### config.mk
export PLATFORM = sky130hd
export DESIGN_NAME = mips_mc_control_flat
export DESIGN_NICKNAME = d
export VERILOG_FILES = /design/src/rtl/mips_mc_control_if.sv /design/src/rtl/mips_mc_control.sv /design/src/flat_wrapper.sv
export SDC_FILE = /design/constraint.sdc
export NUM_CORES = 1
export LEC_CHECK = 0
export CAP_MARGIN = 30
export CORE_MARGIN = 2
export CORE_UTILIZATION = 40
export CTS_CLUSTER_DIAMETER = 40
export DETAILED_ROUTE_END_ITERATION = 8
export GPL_TIMING_DRIVEN = 0
export PLACE_DENSITY = 0.76
export SLEW_MARGIN = 20
export SYNTH_ARGS = -nofsm -noshare
export SYNTH_HDL_FRONTEND = slang
export SYNTH_SLANG_ARGS = --single-unit
### constraint.sdc
create_clock -name clk -period 2.1 [get_ports clk]
set_input_delay 0.525 -clock clk [delete_from_list [all_inputs] [get_ports clk]]
set_output_delay 0.525 -clock clk [all_outputs]
set_load 0.005 [all_outputs]
### src/rtl/mips_mc_control_if.sv
// Control-side bundle of the multicycle MIPS datapath.
// The master drives the datapath controls. The slave supplies the IR fields, the ALU zero flag and the memory handshake.
interface mips_mc_control_if;
  logic [5:0] opcode;
  logic [5:0] funct;
  logic       zero;
  logic       mem_ready;

  logic       mem_read;
  logic       mem_write;
  logic       iord;
  logic       ir_write;
  logic       pc_en;
  logic [1:0] pc_src;
  logic [1:0] alu_src_a;
  logic [1:0] alu_src_b;
  logic       imm_zext;
  logic [2:0] alu_op;
  logic       reg_dst;
  logic       mem_to_reg;
  logic       reg_write;
  logic       illegal;
  logic [3:0] dbg_state;

  modport master (
    input  opcode, funct, zero, mem_ready,
    output mem_read, mem_write, iord, ir_write, pc_en, pc_src,
           alu_src_a, alu_src_b, imm_zext, alu_op, reg_dst,
           mem_to_reg, reg_write, illegal, dbg_state
  );

  modport slave (
    output opcode, funct, zero, mem_ready,
    input  mem_read, mem_write, iord, ir_write, pc_en, pc_src,
           alu_src_a, alu_src_b, imm_zext, alu_op, reg_dst,
           mem_to_reg, reg_write, illegal, dbg_state
  );
endinterface

### src/rtl/mips_mc_control.sv
// Multicycle MIPS control FSM.
// Sequences the fetch, decode, execute, memory and writeback steps, and decodes the datapath controls from the state and the IR fields.
module mips_mc_control #(
  parameter logic [3:0] RESET_STATE_ENC = 4'd0
) (
  input  logic               clk,
  input  logic               rst_n,
  mips_mc_control_if.master  ctl_io
);

  typedef enum logic [3:0] {
    S_FETCH     = 4'd0,
    S_DECODE    = 4'd1,
    S_R_EXEC    = 4'd2,
    S_R_WB      = 4'd3,
    S_I_EXEC    = 4'd4,
    S_I_WB      = 4'd5,
    S_MEM_ADDR  = 4'd6,
    S_MEM_READ  = 4'd7,
    S_MEM_WB    = 4'd8,
    S_MEM_WRITE = 4'd9,
    S_BRANCH    = 4'd10,
    S_JUMP      = 4'd11,
    S_TRAP      = 4'd12
  } state_e;

  localparam logic [5:0] OP_RTYPE = 6'h00;
  localparam logic [5:0] OP_J     = 6'h02;
  localparam logic [5:0] OP_BEQ   = 6'h04;
  localparam logic [5:0] OP_BNE   = 6'h05;
  localparam logic [5:0] OP_ADDI  = 6'h08;
  localparam logic [5:0] OP_ADDIU = 6'h09;
  localparam logic [5:0] OP_SLTI  = 6'h0A;
  localparam logic [5:0] OP_ANDI  = 6'h0C;
  localparam logic [5:0] OP_ORI   = 6'h0D;
  localparam logic [5:0] OP_LW    = 6'h23;
  localparam logic [5:0] OP_SW    = 6'h2B;

  localparam logic [5:0] FN_SLL  = 6'h00;
  localparam logic [5:0] FN_SRL  = 6'h02;
  localparam logic [5:0] FN_ADD  = 6'h20;
  localparam logic [5:0] FN_ADDU = 6'h21;
  localparam logic [5:0] FN_SUB  = 6'h22;
  localparam logic [5:0] FN_SUBU = 6'h23;
  localparam logic [5:0] FN_AND  = 6'h24;
  localparam logic [5:0] FN_OR   = 6'h25;
  localparam logic [5:0] FN_SLT  = 6'h2A;

  localparam logic [2:0] ALU_AND = 3'b000;
  localparam logic [2:0] ALU_OR  = 3'b001;
  localparam logic [2:0] ALU_ADD = 3'b010;
  localparam logic [2:0] ALU_SLL = 3'b100;
  localparam logic [2:0] ALU_SRL = 3'b101;
  localparam logic [2:0] ALU_SUB = 3'b110;
  localparam logic [2:0] ALU_SLT = 3'b111;

  state_e state_q;
  state_e state_d;
  logic   funct_ok;

  // R-type function codes the datapath supports
  always_comb begin
    funct_ok = 1'b0;
    case (ctl_io.funct)
      FN_SLL, FN_SRL, FN_ADD, FN_ADDU, FN_SUB,
      FN_SUBU, FN_AND, FN_OR, FN_SLT: funct_ok = 1'b1;
      default:                        funct_ok = 1'b0;
    endcase
  end

  always_ff @(posedge clk or negedge rst_n) begin
    if (!rst_n) begin
      state_q <= state_e'(RESET_STATE_ENC);
    end else begin
      state_q <= state_d;
    end
  end

  // Next state and controls. Everything stays idle while reset is held low, so requests drop at once.
  always_comb begin
    state_d           = state_q;
    ctl_io.mem_read   = 1'b0;
    ctl_io.mem_write  = 1'b0;
    ctl_io.iord       = 1'b0;
    ctl_io.ir_write   = 1'b0;
    ctl_io.pc_en      = 1'b0;
    ctl_io.pc_src     = 2'b00;
    ctl_io.alu_src_a  = 2'b00;
    ctl_io.alu_src_b  = 2'b00;
    ctl_io.imm_zext   = 1'b0;
    ctl_io.alu_op     = ALU_ADD;
    ctl_io.reg_dst    = 1'b0;
    ctl_io.mem_to_reg = 1'b0;
    ctl_io.reg_write  = 1'b0;
    ctl_io.illegal    = 1'b0;

    if (rst_n) begin
      case (state_q)
        S_FETCH: begin
          ctl_io.mem_read  = 1'b1;
          ctl_io.alu_src_b = 2'b01;
          if (ctl_io.mem_ready) begin
            ctl_io.ir_write = 1'b1;
            ctl_io.pc_en    = 1'b1;
            state_d         = S_DECODE;
          end
        end

        S_DECODE: begin
          ctl_io.alu_src_b = 2'b11;
          case (ctl_io.opcode)
            OP_RTYPE:                  state_d = funct_ok ? S_R_EXEC : S_TRAP;
            OP_LW, OP_SW:              state_d = S_MEM_ADDR;
            OP_BEQ, OP_BNE:            state_d = S_BRANCH;
            OP_J:                      state_d = S_JUMP;
            OP_ADDI, OP_ADDIU, OP_SLTI,
            OP_ANDI, OP_ORI:           state_d = S_I_EXEC;
            default:                   state_d = S_TRAP;
          endcase
        end

        S_R_EXEC: begin
          ctl_io.alu_src_a = 2'b01;
          case (ctl_io.funct)
            FN_SLL: begin
              ctl_io.alu_src_a = 2'b10;
              ctl_io.alu_op    = ALU_SLL;
            end
            FN_SRL: begin
              ctl_io.alu_src_a = 2'b10;
              ctl_io.alu_op    = ALU_SRL;
            end
            FN_SUB, FN_SUBU: ctl_io.alu_op = ALU_SUB;
            FN_AND:          ctl_io.alu_op = ALU_AND;
            FN_OR:           ctl_io.alu_op = ALU_OR;
            FN_SLT:          ctl_io.alu_op = ALU_SLT;
            default:         ctl_io.alu_op = ALU_ADD;
          endcase
          state_d = S_R_WB;
        end

        S_R_WB: begin
          ctl_io.reg_dst   = 1'b1;
          ctl_io.reg_write = 1'b1;
          state_d          = S_FETCH;
        end

        S_I_EXEC: begin
          ctl_io.alu_src_a = 2'b01;
          ctl_io.alu_src_b = 2'b10;
          case (ctl_io.opcode)
            OP_SLTI: ctl_io.alu_op = ALU_SLT;
            OP_ANDI: begin
              ctl_io.imm_zext = 1'b1;
              ctl_io.alu_op   = ALU_AND;
            end
            OP_ORI: begin
              ctl_io.imm_zext = 1'b1;
              ctl_io.alu_op   = ALU_OR;
            end
            default: ctl_io.alu_op = ALU_ADD;
          endcase
          state_d = S_I_WB;
        end

        S_I_WB: begin
          ctl_io.reg_write = 1'b1;
          state_d          = S_FETCH;
        end

        S_MEM_ADDR: begin
          ctl_io.alu_src_a = 2'b01;
          ctl_io.alu_src_b = 2'b10;
          state_d = (ctl_io.opcode == OP_LW) ? S_MEM_READ : S_MEM_WRITE;
        end

        S_MEM_READ: begin
          ctl_io.mem_read = 1'b1;
          ctl_io.iord     = 1'b1;
          if (ctl_io.mem_ready) state_d = S_MEM_WB;
        end

        S_MEM_WB: begin
          ctl_io.mem_to_reg = 1'b1;
          ctl_io.reg_write  = 1'b1;
          state_d           = S_FETCH;
        end

        S_MEM_WRITE: begin
          ctl_io.mem_write = 1'b1;
          ctl_io.iord      = 1'b1;
          if (ctl_io.mem_ready) state_d = S_FETCH;
        end

        S_BRANCH: begin
          ctl_io.alu_src_a = 2'b01;
          ctl_io.alu_op    = ALU_SUB;
          ctl_io.pc_src    = 2'b01;
          ctl_io.pc_en     = (ctl_io.opcode == OP_BNE) ? !ctl_io.zero : ctl_io.zero;
          state_d          = S_FETCH;
        end

        S_JUMP: begin
          ctl_io.pc_src = 2'b10;
          ctl_io.pc_en  = 1'b1;
          state_d       = S_FETCH;
        end

        S_TRAP: begin
          ctl_io.illegal = 1'b1;
        end

        default: state_d = S_TRAP;
      endcase
    end
  end

  assign ctl_io.dbg_state = 4'(state_q);

endmodule

### src/flat_wrapper.sv
// flat-port wrapper written by rule: the top's interface ports become plain ports
module mips_mc_control_flat 
#(
  parameter logic [3:0] RESET_STATE_ENC = 4'd0
)
  (clk, rst_n, ctl_io_opcode, ctl_io_funct, ctl_io_zero, ctl_io_mem_ready, ctl_io_mem_read, ctl_io_mem_write, ctl_io_iord, ctl_io_ir_write, ctl_io_pc_en, ctl_io_pc_src, ctl_io_alu_src_a, ctl_io_alu_src_b, ctl_io_imm_zext, ctl_io_alu_op, ctl_io_reg_dst, ctl_io_mem_to_reg, ctl_io_reg_write, ctl_io_illegal, ctl_io_dbg_state);
  mips_mc_control_if ctl_io_i ();
  input  logic clk;
  input  logic rst_n;
  input wire logic [$bits(ctl_io_i.opcode)-1:0] ctl_io_opcode;
  input wire logic [$bits(ctl_io_i.funct)-1:0] ctl_io_funct;
  input wire logic [$bits(ctl_io_i.zero)-1:0] ctl_io_zero;
  input wire logic [$bits(ctl_io_i.mem_ready)-1:0] ctl_io_mem_ready;
  output wire logic [$bits(ctl_io_i.mem_read)-1:0] ctl_io_mem_read;
  output wire logic [$bits(ctl_io_i.mem_write)-1:0] ctl_io_mem_write;
  output wire logic [$bits(ctl_io_i.iord)-1:0] ctl_io_iord;
  output wire logic [$bits(ctl_io_i.ir_write)-1:0] ctl_io_ir_write;
  output wire logic [$bits(ctl_io_i.pc_en)-1:0] ctl_io_pc_en;
  output wire logic [$bits(ctl_io_i.pc_src)-1:0] ctl_io_pc_src;
  output wire logic [$bits(ctl_io_i.alu_src_a)-1:0] ctl_io_alu_src_a;
  output wire logic [$bits(ctl_io_i.alu_src_b)-1:0] ctl_io_alu_src_b;
  output wire logic [$bits(ctl_io_i.imm_zext)-1:0] ctl_io_imm_zext;
  output wire logic [$bits(ctl_io_i.alu_op)-1:0] ctl_io_alu_op;
  output wire logic [$bits(ctl_io_i.reg_dst)-1:0] ctl_io_reg_dst;
  output wire logic [$bits(ctl_io_i.mem_to_reg)-1:0] ctl_io_mem_to_reg;
  output wire logic [$bits(ctl_io_i.reg_write)-1:0] ctl_io_reg_write;
  output wire logic [$bits(ctl_io_i.illegal)-1:0] ctl_io_illegal;
  output wire logic [$bits(ctl_io_i.dbg_state)-1:0] ctl_io_dbg_state;
  assign ctl_io_i.opcode = ctl_io_opcode;
  assign ctl_io_i.funct = ctl_io_funct;
  assign ctl_io_i.zero = ctl_io_zero;
  assign ctl_io_i.mem_ready = ctl_io_mem_ready;
  assign ctl_io_mem_read = ctl_io_i.mem_read;
  assign ctl_io_mem_write = ctl_io_i.mem_write;
  assign ctl_io_iord = ctl_io_i.iord;
  assign ctl_io_ir_write = ctl_io_i.ir_write;
  assign ctl_io_pc_en = ctl_io_i.pc_en;
  assign ctl_io_pc_src = ctl_io_i.pc_src;
  assign ctl_io_alu_src_a = ctl_io_i.alu_src_a;
  assign ctl_io_alu_src_b = ctl_io_i.alu_src_b;
  assign ctl_io_imm_zext = ctl_io_i.imm_zext;
  assign ctl_io_alu_op = ctl_io_i.alu_op;
  assign ctl_io_reg_dst = ctl_io_i.reg_dst;
  assign ctl_io_mem_to_reg = ctl_io_i.mem_to_reg;
  assign ctl_io_reg_write = ctl_io_i.reg_write;
  assign ctl_io_illegal = ctl_io_i.illegal;
  assign ctl_io_dbg_state = ctl_io_i.dbg_state;
  mips_mc_control #(.RESET_STATE_ENC(RESET_STATE_ENC)) u_core (.clk(clk), .rst_n(rst_n), .ctl_io(ctl_io_i));
endmodule
==> results.yml <==
drt:
  routedWlPerCell_um: 19.0
  wl_met2_mm: 2.22
  ant_nets: 0
  wl_met1_mm: 1.86
  vias: 1568
  dr.pass1.iters: 4
  first_iter_violations: 66
  top_layer: "met4"
  wl_mm: 4.64
  wl_met3_um: 390
  vias_per_cell: 6.43
  drc: 0
cells_and_area:
  largest_reg_flops: 4
  syn2layout_area_growth_pct: 78.1
  final_util: 0.754
  fin_nets: 232
  layout-drive-gt1-share: 0.472
  diodes: 0
placed_design:
  place_congestion: 0.917
  hpwl_mm: 2.45
  io_buffers: 34
sta:
  layout_setup_ws_ps: -450
  max_freq_mhz: 392
  rsz0062_at_grt: "true"
  setup_viol: 15
  period_minus_slack_ps: 2550
  hold_viol: 0
  finalCritPeriodShare: 1.21
  hold_ws_ps: 215
  maxSlewHeadroom: 0.673
  tightest_slew_ps: 479
  slew_violations: 0
  skew_ps: 13.4
die:
  row_count: 18
  die-area_um2: 3070
  die_w_um: 55.4
  die_h_um: 55.4
  start_util: 0.423
  pin_count: 39
  coreArea_um2: 2500
setup_path:
  crit_arrival_ps: 2020
  critPathMaxStageDelay_ps: 490
  crit_fanout: 4
  cp_cell_sequence: "buf_12 > or3b_1 > or4_1 > a21o_1 > buf_6 > a21oi_2 > buf_2"
  crit_family: "simple AND/OR/NAND/NOR gates"
  reg2reg_to: "u_core.ctl_io.dbg_state[1]$_DFFE_PN0P_"
  startpoint: "ctl_io_opcode[4]"
  r2r_slack_ps: -110
  crit_buf_inv: 3
  rr_worst_depth: 8
  cp_slowest_cell: "or4_1"
  cp-start-kind: "input port"
  cp.required_ps: 1570
  r2r-start: "u_core.ctl_io.dbg_state[1]$_DFFE_PN0P_"
  endpoint_kind: "output port"
  path_class: "in2out"
cts:
  cts_max_level: 1
  cts_tree: "done"
  cts_buffers: 3
  clkTransAtPathRegs_ps: 50
  ctsRootBufferMaster: "clkbuf_4"
  cts_hold_buffers: 0
  cts_buffer_depth: 2
  clkLatencyLatePin_ps: 250
  cts_sinks: 4
yosys:
  synthCells: 147
  synth_edf_count: 0
  synth_top_area_share: 0.0946
  ys_seq_area_frac: 0.0946
  yosys_most_used_dff: "dfrtp_1"
  synth_nets: 163
  ys.warnings.count: 0
  syn_area_um2: 1060
  synthArstFlopShare: 1.00
  yosys-top-cells-area: "dfrtp_1 9.5%, nor2_1 5.3%, nand2_1 4.6%"
  synth.distinct_cells: 59
  synth_top_cell_by_area: "dfrtp_1"
  syn_area_per_cell_um2: 7.20
  synth_seq_cells: 4
run_status:
  status: "complete, but fails checks"
  violations: "negative setup slack"
pwr:
  p_leak_nw: 0.790
  powerDensity_nw_per_um2: 786
  irDropWorstVdd_mv: 0.763
job:
  drv_cap: 0
grt:
  overflow: 0
  grt_antenna_before_repair: 0
  track_usage: 0.256
  grt_pass1_vias: 1386
  grt_max_degree: 11
  grt_pass1_wl_mm: 6.56
hold_path:
  hp-class: "in2async"
[stage by stage]
step	area, um2	power (mW)	worst slack (ps)	cells	TNS, ps
CTS	1730	1.24	-453	231	-1500
finish	1890	1.48	-450	244	-2060
global placement	1440	0.893	-1140	211	-12900
global route	1890	1.56	-499	244	-3010
floorplan	1060	0.613	-123	147	-219
detailed placement	1440	0.901	-1150	211	-13570
[worst max path at each step]
| stage | to | slack (ps) | cells after the start |
|---|---|---|---|
| 6_report | ctl_io_alu_op[2] | -450 | 7 |
| 5_1_grt | ctl_io_alu_op[2] | -500 | 7 |
| 4_1_cts | ctl_io_alu_op[2] | -450 | 7 |
| 3_5_place_dp | ctl_io_alu_op[2] | -1150 | 6 |
| 3_3_place_gp | ctl_io_alu_op[2] | -1140 | 6 |
| 2_1_floorplan | ctl_io_alu_op[2] | -120 | 5 |
[metal layers]
metal,track usage,vias up
li1,-,707
met1,0.334,739
met2,0.425,97
met3,0.0632,25
met4,0.0523,0
met5,0,-
[placed cells by master, fill, tap and decap left out, drive strengths merged, types with 5 or more instances in the layout]
cell / Yosys / routed
clkbuf: 4 / 11
nand3: 7 / 7
clkdlybuf4s15: 0 / 5
nor2: 15 / 15
inv: 7 / 7
nand2: 13 / 13
clkdlybuf4s50: 0 / 6
nor3: 5 / 5
nor4b: 6 / 6
buf: 11 / 55
[what timing repair did]
action | in CTS | in global routing
pin swaps | 19 | 14
buffers inserted | 18 | 14
resized for setup | 132 | 30
setup endpoints to repair | 19 | 20
[cell usage after synthesis (2+ instances only)]
cell,n
o21ai_1,2
o211ai_1,2
or4b_1,3
nand2_1,13
a32oi_1,3
buf_6,4
nand2b_1,2
a31oi_1,4
inv_1,6
clkbuf_1,4
nor4b_2,2
nor3_1,5
mux2i_1,3
or4_1,4
a21oi_1,2
o31ai_1,2
o221ai_1,2
or3b_1,2
a21boi_0,2
a211o_1,2
o32a_1,2
buf_2,5
nor2b_1,2
dfrtp_1,4
nor4b_1,4
nand4b_1,3
nand3_1,7
xnor2_1,2
a21o_1,2
nor4_1,2
o22ai_1,3
nor2_1,15
[layout make-up]
| type | instances | area (um2) |
|---|---|---|
| Multi-Input combinational cell | 121 | 972 |
| Sequential cell | 4 | 103 |
| Tap cell | 30 | 37.5 |
| Timing Repair Buffer | 65 | 557 |
| Clock buffer | 3 | 22.5 |
| Inverter | 7 | 31.3 |
| Buffer | 14 | 163 |
| Fill cell | 167 | 614 |
[where the power goes]
part	internal, mW	switching, mW
logic	0.597	0.614
registers	0.108	0.0563
clock network	0.0646	0.0414
[cell families after synthesis]
kind of cell	synth area share
and+or+nand+nor	0.443
AOI/OAI and AO/OA	0.283
buffers and inverters	0.116
muxes	0.0390
DFF	0.0946
xor gates and xnor gates	0.0248
Note: power is estimated with default switching activity, not from simulation.
